==> src/rtl/clock_pkg.sv <==
// Shared types and constants for the time-of-day clock.
//   bcd_t        : one BCD digit (always 0..9 in use)
//   time_t       : full displayed time, BCD digits plus 12-hour pm flag
//   *_MAX        : last value of each digit / hour field before it rolls over
//   RST_TIME_*   : time shown after reset for each display mode
package clock_pkg;

    typedef logic [3:0] bcd_t;

    typedef struct packed {
        bcd_t hr_t;
        bcd_t hr_u;
        bcd_t mn_t;
        bcd_t mn_u;
        bcd_t sc_t;
        bcd_t sc_u;
        logic pm;
    } time_t;

    // Digit limits: tens of minutes/seconds stop at 5, any units digit at 9.
    localparam bcd_t       TENS_MAX  = 4'd5;
    localparam bcd_t       UNITS_MAX = 4'd9;
    // Hour limits as packed BCD pairs {tens, units}.
    localparam logic [7:0] HR24_MAX  = 8'h23;
    localparam logic [7:0] HR12_MAX  = 8'h12;

    // Binary bounds used to validate a load request.
    localparam logic [4:0] SET_HR24_MAX = 5'd23;
    localparam logic [4:0] SET_HR12_MAX = 5'd12;
    localparam logic [5:0] SET_MIN_MAX  = 6'd59;

    localparam time_t RST_TIME_12H = time_t'({4'd1, 4'd2, 4'd0, 4'd0, 4'd0, 4'd0, 1'b0});
    localparam time_t RST_TIME_24H = time_t'('0);

endpackage

==> src/rtl/tick_gen.sv <==
// Prescaler: divides clk down to one tick every TICK_DIV cycles.
//   clk  : clock
//   rst  : synchronous active-high reset, count -> 0
//   en   : count enable; count holds while low
//   clr  : synchronous clear of the count (used when the time is loaded)
//   tick : high during the cycle in which the count wraps back to 0
module tick_gen #(
    parameter int TICK_DIV = 100000000
) (
    input  logic clk,
    input  logic rst,
    input  logic en,
    input  logic clr,
    output logic tick
);

    localparam int CW = (TICK_DIV > 1) ? $clog2(TICK_DIV) : 1;
    localparam logic [CW-1:0] LAST = CW'(TICK_DIV - 1);

    logic [CW-1:0] cnt;

    always_ff @(posedge clk) begin
        if (rst || clr)
            cnt <= '0;
        else if (en)
            cnt <= (cnt == LAST) ? '0 : cnt + CW'(1);
    end

    // Combinational so the time registers advance on the same edge the
    // count wraps.
    assign tick = en && (cnt == LAST);

endmodule

==> src/rtl/time_keeper.sv <==
// Time-of-day clock with BCD outputs, 12h/24h display and time load.
//   clk, rst               : clock, synchronous active-high reset
//   run                    : 1 = advance on prescaler ticks, 0 = freeze
//   set_valid/hour/min/pm  : load request (binary hour/minute)
//   set_ack / set_err      : one-cycle result pulse, a cycle after the request
//   hr_*, mn_*, sc_*       : BCD digits (t = tens, u = units)
//   pm                     : pm flag (12h mode only, else 0)
//   sec_pulse / hour_pulse : one-cycle pulses on second advance / hour rollover
module time_keeper
    import clock_pkg::*;
#(
    parameter int SYS_FREQ = 100000000,
    parameter int TICK_DIV = SYS_FREQ,
    parameter int MODE_24H = 0
) (
    input  logic       clk,
    input  logic       rst,
    input  logic       run,
    input  logic       set_valid,
    input  logic [4:0] set_hour,
    input  logic [5:0] set_min,
    input  logic       set_pm,
    output logic       set_ack,
    output logic       set_err,
    output logic [3:0] hr_t,
    output logic [3:0] hr_u,
    output logic [3:0] mn_t,
    output logic [3:0] mn_u,
    output logic [3:0] sc_t,
    output logic [3:0] sc_u,
    output logic       pm,
    output logic       sec_pulse,
    output logic       hour_pulse
);

    localparam bit    IS_24H   = (MODE_24H != 0);
    localparam time_t RST_TIME = IS_24H ? RST_TIME_24H : RST_TIME_12H;

    // Binary (0..63) to two BCD digits by repeated subtraction of ten.
    function automatic logic [7:0] bin2bcd(input logic [5:0] v);
        logic [5:0] r;
        logic [3:0] t;
        r = v;
        t = 4'd0;
        for (int i = 0; i < 6; i++) begin
            if (r >= 6'd10) begin
                r = r - 6'd10;
                t = t + 4'd1;
            end
        end
        return {t, 4'(r)};
    endfunction

    time_t cur, nxt, ld_time;
    logic  tick, set_ok, load, min_wrap;

    tick_gen #(.TICK_DIV(TICK_DIV)) u_tick (
        .clk  (clk),
        .rst  (rst),
        .en   (run),
        .clr  (load),
        .tick (tick)
    );

    always_comb begin
        if (IS_24H)
            set_ok = (set_hour <= SET_HR24_MAX);
        else
            set_ok = (set_hour != 5'd0) && (set_hour <= SET_HR12_MAX);
        set_ok = set_ok && (set_min <= SET_MIN_MAX);
        load   = set_valid && set_ok;
    end

    always_comb begin
        ld_time               = '0;
        {ld_time.hr_t, ld_time.hr_u} = bin2bcd({1'b0, set_hour});
        {ld_time.mn_t, ld_time.mn_u} = bin2bcd(set_min);
        ld_time.pm            = IS_24H ? 1'b0 : set_pm;
    end

    // Next time after one second; each field carries into the next only
    // when it rolls over.
    always_comb begin
        nxt      = cur;
        min_wrap = 1'b0;
        if (cur.sc_u != UNITS_MAX) begin
            nxt.sc_u = cur.sc_u + 4'd1;
        end else begin
            nxt.sc_u = 4'd0;
            if (cur.sc_t != TENS_MAX) begin
                nxt.sc_t = cur.sc_t + 4'd1;
            end else begin
                nxt.sc_t = 4'd0;
                if (cur.mn_u != UNITS_MAX) begin
                    nxt.mn_u = cur.mn_u + 4'd1;
                end else begin
                    nxt.mn_u = 4'd0;
                    if (cur.mn_t != TENS_MAX) begin
                        nxt.mn_t = cur.mn_t + 4'd1;
                    end else begin
                        nxt.mn_t = 4'd0;
                        min_wrap = 1'b1;
                        if (IS_24H && {cur.hr_t, cur.hr_u} == HR24_MAX) begin
                            {nxt.hr_t, nxt.hr_u} = 8'h00;
                        end else if (!IS_24H && {cur.hr_t, cur.hr_u} == HR12_MAX) begin
                            {nxt.hr_t, nxt.hr_u} = 8'h01;
                        end else if (!IS_24H && {cur.hr_t, cur.hr_u} == 8'h11) begin
                            // 11 -> 12 is where am/pm flips.
                            {nxt.hr_t, nxt.hr_u} = HR12_MAX;
                            nxt.pm = ~cur.pm;
                        end else if (cur.hr_u == UNITS_MAX) begin
                            nxt.hr_t = cur.hr_t + 4'd1;
                            nxt.hr_u = 4'd0;
                        end else begin
                            nxt.hr_u = cur.hr_u + 4'd1;
                        end
                    end
                end
            end
        end
    end

    // A load on a tick cycle swallows the tick, including its pulses.
    always_ff @(posedge clk) begin
        if (rst) begin
            cur        <= RST_TIME;
            set_ack    <= 1'b0;
            set_err    <= 1'b0;
            sec_pulse  <= 1'b0;
            hour_pulse <= 1'b0;
        end else begin
            set_ack    <= load;
            set_err    <= set_valid && !set_ok;
            sec_pulse  <= tick && !load;
            hour_pulse <= tick && !load && min_wrap;
            if (load)
                cur <= ld_time;
            else if (tick)
                cur <= nxt;
        end
    end

    assign hr_t = cur.hr_t;
    assign hr_u = cur.hr_u;
    assign mn_t = cur.mn_t;
    assign mn_u = cur.mn_u;
    assign sc_t = cur.sc_t;
    assign sc_u = cur.sc_u;
    assign pm   = IS_24H ? 1'b0 : cur.pm;

endmodule
==> config.mk <==
export PLATFORM = sky130hd
export DESIGN_NAME = time_keeper
export DESIGN_NICKNAME = d
export VERILOG_FILES = /design/src/rtl/clock_pkg.sv /design/src/rtl/tick_gen.sv /design/src/rtl/time_keeper.sv
export SDC_FILE = /design/constraint.sdc
export NUM_CORES = 1
export LEC_CHECK = 0
export BUFFER_PORTS_ARGS = -buffer_cell sky130_fd_sc_hd__buf_2
export CAP_MARGIN = 20
export CORE_UTILIZATION = 25
export DETAILED_ROUTE_END_ITERATION = 7
export MAX_ROUTING_LAYER = met4
export PLACE_DENSITY_LB_ADDON = 0.3
export SYNTH_ARGS = -nofsm -noshare
export SYNTH_HDL_FRONTEND = slang
export SYNTH_HIERARCHICAL = 1
export SYNTH_SLANG_ARGS = --single-unit
==> constraint.sdc <==
create_clock -name clk -period 20 [get_ports clk]
set_input_delay 0 -clock clk [delete_from_list [all_inputs] [get_ports clk]]
set_output_delay 0 -clock clk [all_outputs]
set_load 0.01 [all_outputs]
# After elaboration in Yosys (flattened, before gate mapping)
# Index checks and enable logic that the tools add are counted.
[word_totals]
register_bits = 56
latch_bits = 0
ramBits = 0
mem_bits_ro = 0
inputBits = 16
output_inout_bits = 29
mem_count = 0
[classes]
add_sub_neg = 29
mul = 0
div_mod_pow = 0
order_cmp = 14
eq_ne = 13
n_shift = 0
muxes = 49
n_bitwise = 2
reduce_logical = 21
[ops]
columns = ["cell", "count"]
rows = [
  ["$mux 4", 18],
  ["$ge 6x4->1 const B", 11],
  ["$add 4x1->4 const B", 16],
  ["$mux 6", 10],
  ["$sub 6x4->6 const B", 9],
  ["$mux 25", 2],
  ["$add 27x1->27 const B", 1],
  ["$eq 27x27->1 const B", 1],
  ["$mux 27", 1],
  ["$mux 8", 3],
  ["$mux 20", 1],
  ["$eq 8x5->1 const B", 2],
  ["$mux 16", 1],
  ["$mux 1", 12],
  ["$mux 12", 1],
  ["$ne 2x2->1 const B", 5],
  ["$ne 4x3->1 const B", 2],
  ["$ne 4x4->1 const B", 2],
  ["$sub 4x4->4 const B", 2],
  ["$logic_and 1x1->1", 7],
  ["$reduce_and 7->1", 1],
  ["$le 6x6->1 const B", 1],
  ["$reduce_and 6->1", 1],
  ["$sub 5x4->6 const B", 1],
  ["14 further kinds", 17],
]

# Logic depth before layout (Yosys ltp)
[logic_depth]
depth_word = 13
ltp_mapped = 36

# Modules after synthesis
# The synthesis kept the hierarchy.
[modules_own_cells]
columns = ["mod", "instances", "cells_per_inst", "area_each_um2", "seq_area_each_um2"]
rows = [
  ["time_keeper", 1, 613, 4446.8, 580.6],
  ["tick_gen", 1, 152, 1298.7, 540.5],
]

# Least setup slack after synthesis
# No wires, ideal clock.
[synth_timing]
kind = "input port to flip-flop"
startpoint = "input port set_hour[2]"
endpoint = "register cur, in the netlist hr_t[2]"
arrival_time_ps = 6343
setup_slack_ps = 13578
cell_stages = 36
cell_sequence = "buf_4 -> inv_1 -> ha_1 -> nand2b_1 -> clkbuf_1 -> a211oi_1 -> nor2_1 -> inv_1 -> ha_1 -> or4b_1 -> o221a_2 -> o21a_1 -> nand2_2 -> inv_2 -> xnor2_4 -> inv_1 -> ha_1 -> nor2b_1 -> a221oi_2 -> and2_4 -> buf_6 -> mux2_2 -> inv_1 -> ha_1 -> nand2b_1 -> o31ai_1 -> clkbuf_1 -> nand3_1 -> o21ai_0 -> ha_1 -> inv_1 -> o221ai_1 -> a311oi_2 -> o21a_1 -> or4b_1 -> o211ai_1"
[synth_between]
elab_chain_cells = 13
elab_cells_between_ends = 40
cone_classes = "add/sub (10); order compare (7); eq/ne (4); mux (12); reduce/logical (7)"
[synth_rtl]
columns = ["element", "line", "text"]
rows = [
  ["from (decl)", "time_keeper.sv:20", "input logic [4:0] set_hour,"],
  ["$sub 5x4->6 / $ge 5x4->1 (equally long branches)", "time_keeper.sv:47, time_keeper.sv:46", ""],
  ["$mux 6 / $mux 1 (equally long branches)", "time_keeper.sv:46", "if (r >= 6'd10) begin"],
  ["$sub 6x4->6, or another cell as far along", "time_keeper.sv:47", "r = r - 6'd10;"],
  ["$mux 6 / $mux 4 (equally long branches)", "time_keeper.sv:46", ""],
  ["$sub 6x4->6, or another cell as far along", "time_keeper.sv:47", ""],
  ["$mux 6 / $mux 4 (equally long branches)", "time_keeper.sv:46", ""],
  ["$sub 6x4->6, or another cell as far along", "time_keeper.sv:47", ""],
  ["$mux 6 / $mux 4 (equally long branches)", "time_keeper.sv:46", ""],
  ["$sub 6x4->6, or another cell as far along", "time_keeper.sv:47", ""],
  ["$mux 6 / $mux 4 (equally long branches)", "time_keeper.sv:46", ""],
  ["$ge 6x4->1 / $add 4x1->4 (equally long branches)", "time_keeper.sv:46, time_keeper.sv:48", ""],
  ["$mux 4", "time_keeper.sv:46", ""],
  ["$mux 25", "time_keeper.sv:136", "if (load)"],
  ["to (signal assigned)", "time_keeper.sv:137", "cur <= ld_time;"],
  ["to (signal assigned)", "time_keeper.sv:139", "cur <= nxt;"],
  ["to (decl)", "time_keeper.sv:54", "time_t cur, nxt, ld_time;"],
]
# Several ways; a longest one is shown, not always the timed one.
# A chain may end at the register's enable or synchronous reset.

# Worst setup path after layout
[layout_timing]
startpoint = "input port set_hour[1]"
endpoint = "register cur, in the netlist hr_t[2]"
# The elaborated chain is that of the path after synthesis.

==> run metrics <==
number of antenna-violating nets in the routed design 0; largest cells by area after synthesis dfxtp_1 20%, ha_1 6.5%, nor2_1 5.2%; unrepaired setup endpoints after global routing no; violations in the final reports design-rule violations; Async SR Flop Fraction 0; Post-Synthesis Cell Area 5746 sq um; met3 usage 0.02114; Worst path max stage delay 0.52 ns; total wire length after detailed routing 15060 um; maximum clock frequency 153.0 MHz; final hold viol count 0; final-report setup violation count 0; number of distinct standard cells referenced by the synthesized netlist 105; GR Util All Layers 0.1317; half-perimeter wire length after detailed placement 11640 um; fraction of post-synthesis cell area in the top cell type by area 0.1951; flip-flop and latch count after synthesis 56; Routed wire per std cell 14.02 um; overall via count from detail_route 5646; antenna violations before repair 0; average instance area after synthesis 7.510 sq um; CTS H-tree lvls 2; final total negative setup slack 0 ns; Logic pwr share 0.502; Crit path max-delay family compound AO/OA/AOI/OAI gates; final instance area around 6400 sq um; maximum fanout encountered on the critical timing path 22; Reg clk slew, reported paths 0.08 ns; crit path buf inv count 7; clock latency on the worst-skew pair about 0.30 ns; core area 22570 sq um; clock sink total 56; most frequent cells after synthesis 79 x nor2_1, 56 x dfxtp_1, 56 x nand2_1; TritonCTS clock tree yes; pin count of the biggest net entering global routing 24; Slew Viols, Final 0; time the worst path needs with I/O delays and setup 6.537 ns; number of maximum-capacitance constraint violations 0; signal arrival time at the worst endpoint ~6.8 ns; cell repeated most along the worst path ha_1; Most used DFF post-synth dfxtp_1; overflow left after global routing 0; cell-internal power roughly 280 uW; number of search-and-repair iterations in the first detailed-routing pass 7; grt met2 use 0.2100; placed instance count 1064; post-route fraction of the period consumed by the critical path 0.3268; CTS Buf Count 5; area delta synth->final 11.28%; # DRC 2; Cell Count, Final, Fillers Out between 1000 and 1500; post-layout net count around 830; kind of capture point of the worst setup path flop; Power Density 74.26 nW/um^2; core utilization of the finished layout 0.2833; synthesized net count between 800 and 900; switching power around 190 uW; DRC marker count from the first detailed-route iteration 285; via density per instance 5.257; transition time of the tightest slew-check pin 0.8911 ns; library cell used as clock root buffer clkbuf_16; number of synthesized flops with an enable pin 0; placement-stage cell area 6180 sq um; vias in the first global route 5204; met1 track demand over resource in global routing 0.1734; ratio of cells with drive above 1 in the final layout 0.1407; IO Count 45; global-route wire length before repair 25550 um; cell with the most instances after synthesis nor2_1; # diodes 0; peak ir drop on the vdd network 35.53 uV; post-CTS setup repair buffer count 0; count of port buffers added during placement 44; library cell with the largest summed area after synthesis dfxtp_1; critical setup path kind input pin to flop; synthesis warning total 6; required time of the critical path 20.23 ns; DIE AREA between 20000 and 25000 sq um; Die Width around 150 um; worst setup skew after layout 0.008507 ns; most heavily used metal layer in global routing met2; Hold Path Class input pin to flop; switching fraction of total power 0.4022; synthesized netlist cell count ~770; sequential power share 0.252; # rows 55; y dimension of the die ~150 um; clock group share of total power 0.246; effective utilization at floorplan 0.2545; placer's final routability congestion estimate 0.8562; outcome finished, violations left; max-slew headroom at the worst pin 0.4019; clock buffer depth 2; post-synthesis sequential area ratio 0.1951; Slowest cell on crit path or4b_1; overall power 474.8 uW; kind of start point of the critical path input pin; reported leakage power 2.289 nW
## logic make-up (layout without fill, tap and decap cells)
logic type | count (synthesis) | after routing | synth area share
AND/OR/NAND/NOR | 332 | 332 | 0.3112
AO/OA/AOI/OAI | 229 | 229 | 0.2870
buffers and inverters | 63 | 87 | 0.04769
flip-flops | 56 | 56 | 0.1951
XOR/XNOR | 44 | 44 | 0.07295
adder cells (fa/ha/maj) | 30 | 30 | 0.06533
multiplexers | 11 | 11 | 0.02069
## per-layer routing
layer | vias up | part of all wire
met5 | - | 0
met4 | 0 | 0.010
met3 | 13 | 0.038
met2 | 87 | 0.46
met1 | 2633 | 0.49
li1 | 2913 | -
## power by group through the flow
stage	sequential [mW]	combinational, mW	clock [mW]
2_1_floorplan	0.123	0.190	0
3_3_place_gp	0.122	0.237	0
3_5_place_dp	0.122	0.237	0
4_1_cts	0.120	0.239	0.120
5_1_grt	0.121	0.271	0.125
6_report	0.120	0.238	0.117
## worst register-to-register path: cells and delay by family, from the launching register on
family                     cells  cell delay [ns]
AOI/OAI and AO/OA              1             0.22
adders and majority gates      1             0.22
buffers and inverters          1             0.33
DFF                            1             0.39
and+or+nand+nor               12             3.23
## placed cells by master, fill, tap and decap left out, types with 6 or more instances in the layout
| cell type | n |
|---|---|
| a211oi_1 | 8 |
| a21oi_1 | 47 |
| a31oi_1 | 10 |
| and3_1 | 7 |
| buf_2 | 44 |
| dfxtp_1 | 56 |
| ha_1 | 30 |
| inv_1 | 30 |
| mux2i_1 | 6 |
| nand2_1 | 56 |
| nand2b_1 | 18 |
| nand3_1 | 27 |
| nand4_1 | 16 |
| nor2_1 | 79 |
| nor2b_1 | 12 |
| nor3_1 | 27 |
| nor4_1 | 10 |
| o211ai_1 | 8 |
| o21a_1 | 6 |
| o21ai_0 | 45 |
| o21ai_1 | 8 |
| o22ai_1 | 6 |
| o31a_1 | 8 |
| or3_1 | 13 |
| or4_1 | 9 |
| xnor2_1 | 22 |
| xor2_1 | 19 |
## final timing paths
kind | start | endpoint | slack [ns] | cells after the start
worst max register to register | u_tick/cnt[0] | mn_t[3] | 15.51 | 15
worst max-delay path | set_hour[1] | hr_t[2] | 13.46 | 33
worst min register to register | u_tick/cnt[26] | u_tick/cnt[26] | 0.48 | 2
worst min-delay path | run | u_tick/cnt[0] | 0.04 | 3
## through the flow
stage          hold slack (ns)  setup slack (ns)
2_1_floorplan          0.07679             13.58
3_3_place_gp            0.2799             13.21
3_5_place_dp            0.2869             13.21
4_1_cts                0.03912             13.47
5_1_grt                0.07570             12.83
6_report               0.04048             13.46
## area by class of cell
type                            count  area [sq um]
Fill cell                        2459         16180
Clock inverter                      3         68.82
Tap cell                          285         356.6
Timing Repair Buffer               48         255.2
Sequential cell                    56          1121
Inverter                           31         116.4
Clock buffer                        5         125.1
Multi-Input combinational cell    646          4350
## flip-flops by register name, summed over array words and instances, names as in the netlist
signal      count
hour_pulse      1
hr_t            4
hr_u            4
mn_t            4
mn_u            4
pm              1
sc_t            4
sc_u            4
sec_pulse       1
set_ack         1
set_err         1
u_tick/cnt     27
## repair_timing
| item | in CTS | in global routing |
|---|---|---|
| hold endpoints to repair | 2 | 0 |
| hold buffers | 2 | 0 |
| resized for setup | 0 | 0 |
Note: power is estimated with default switching activity, not from simulation.
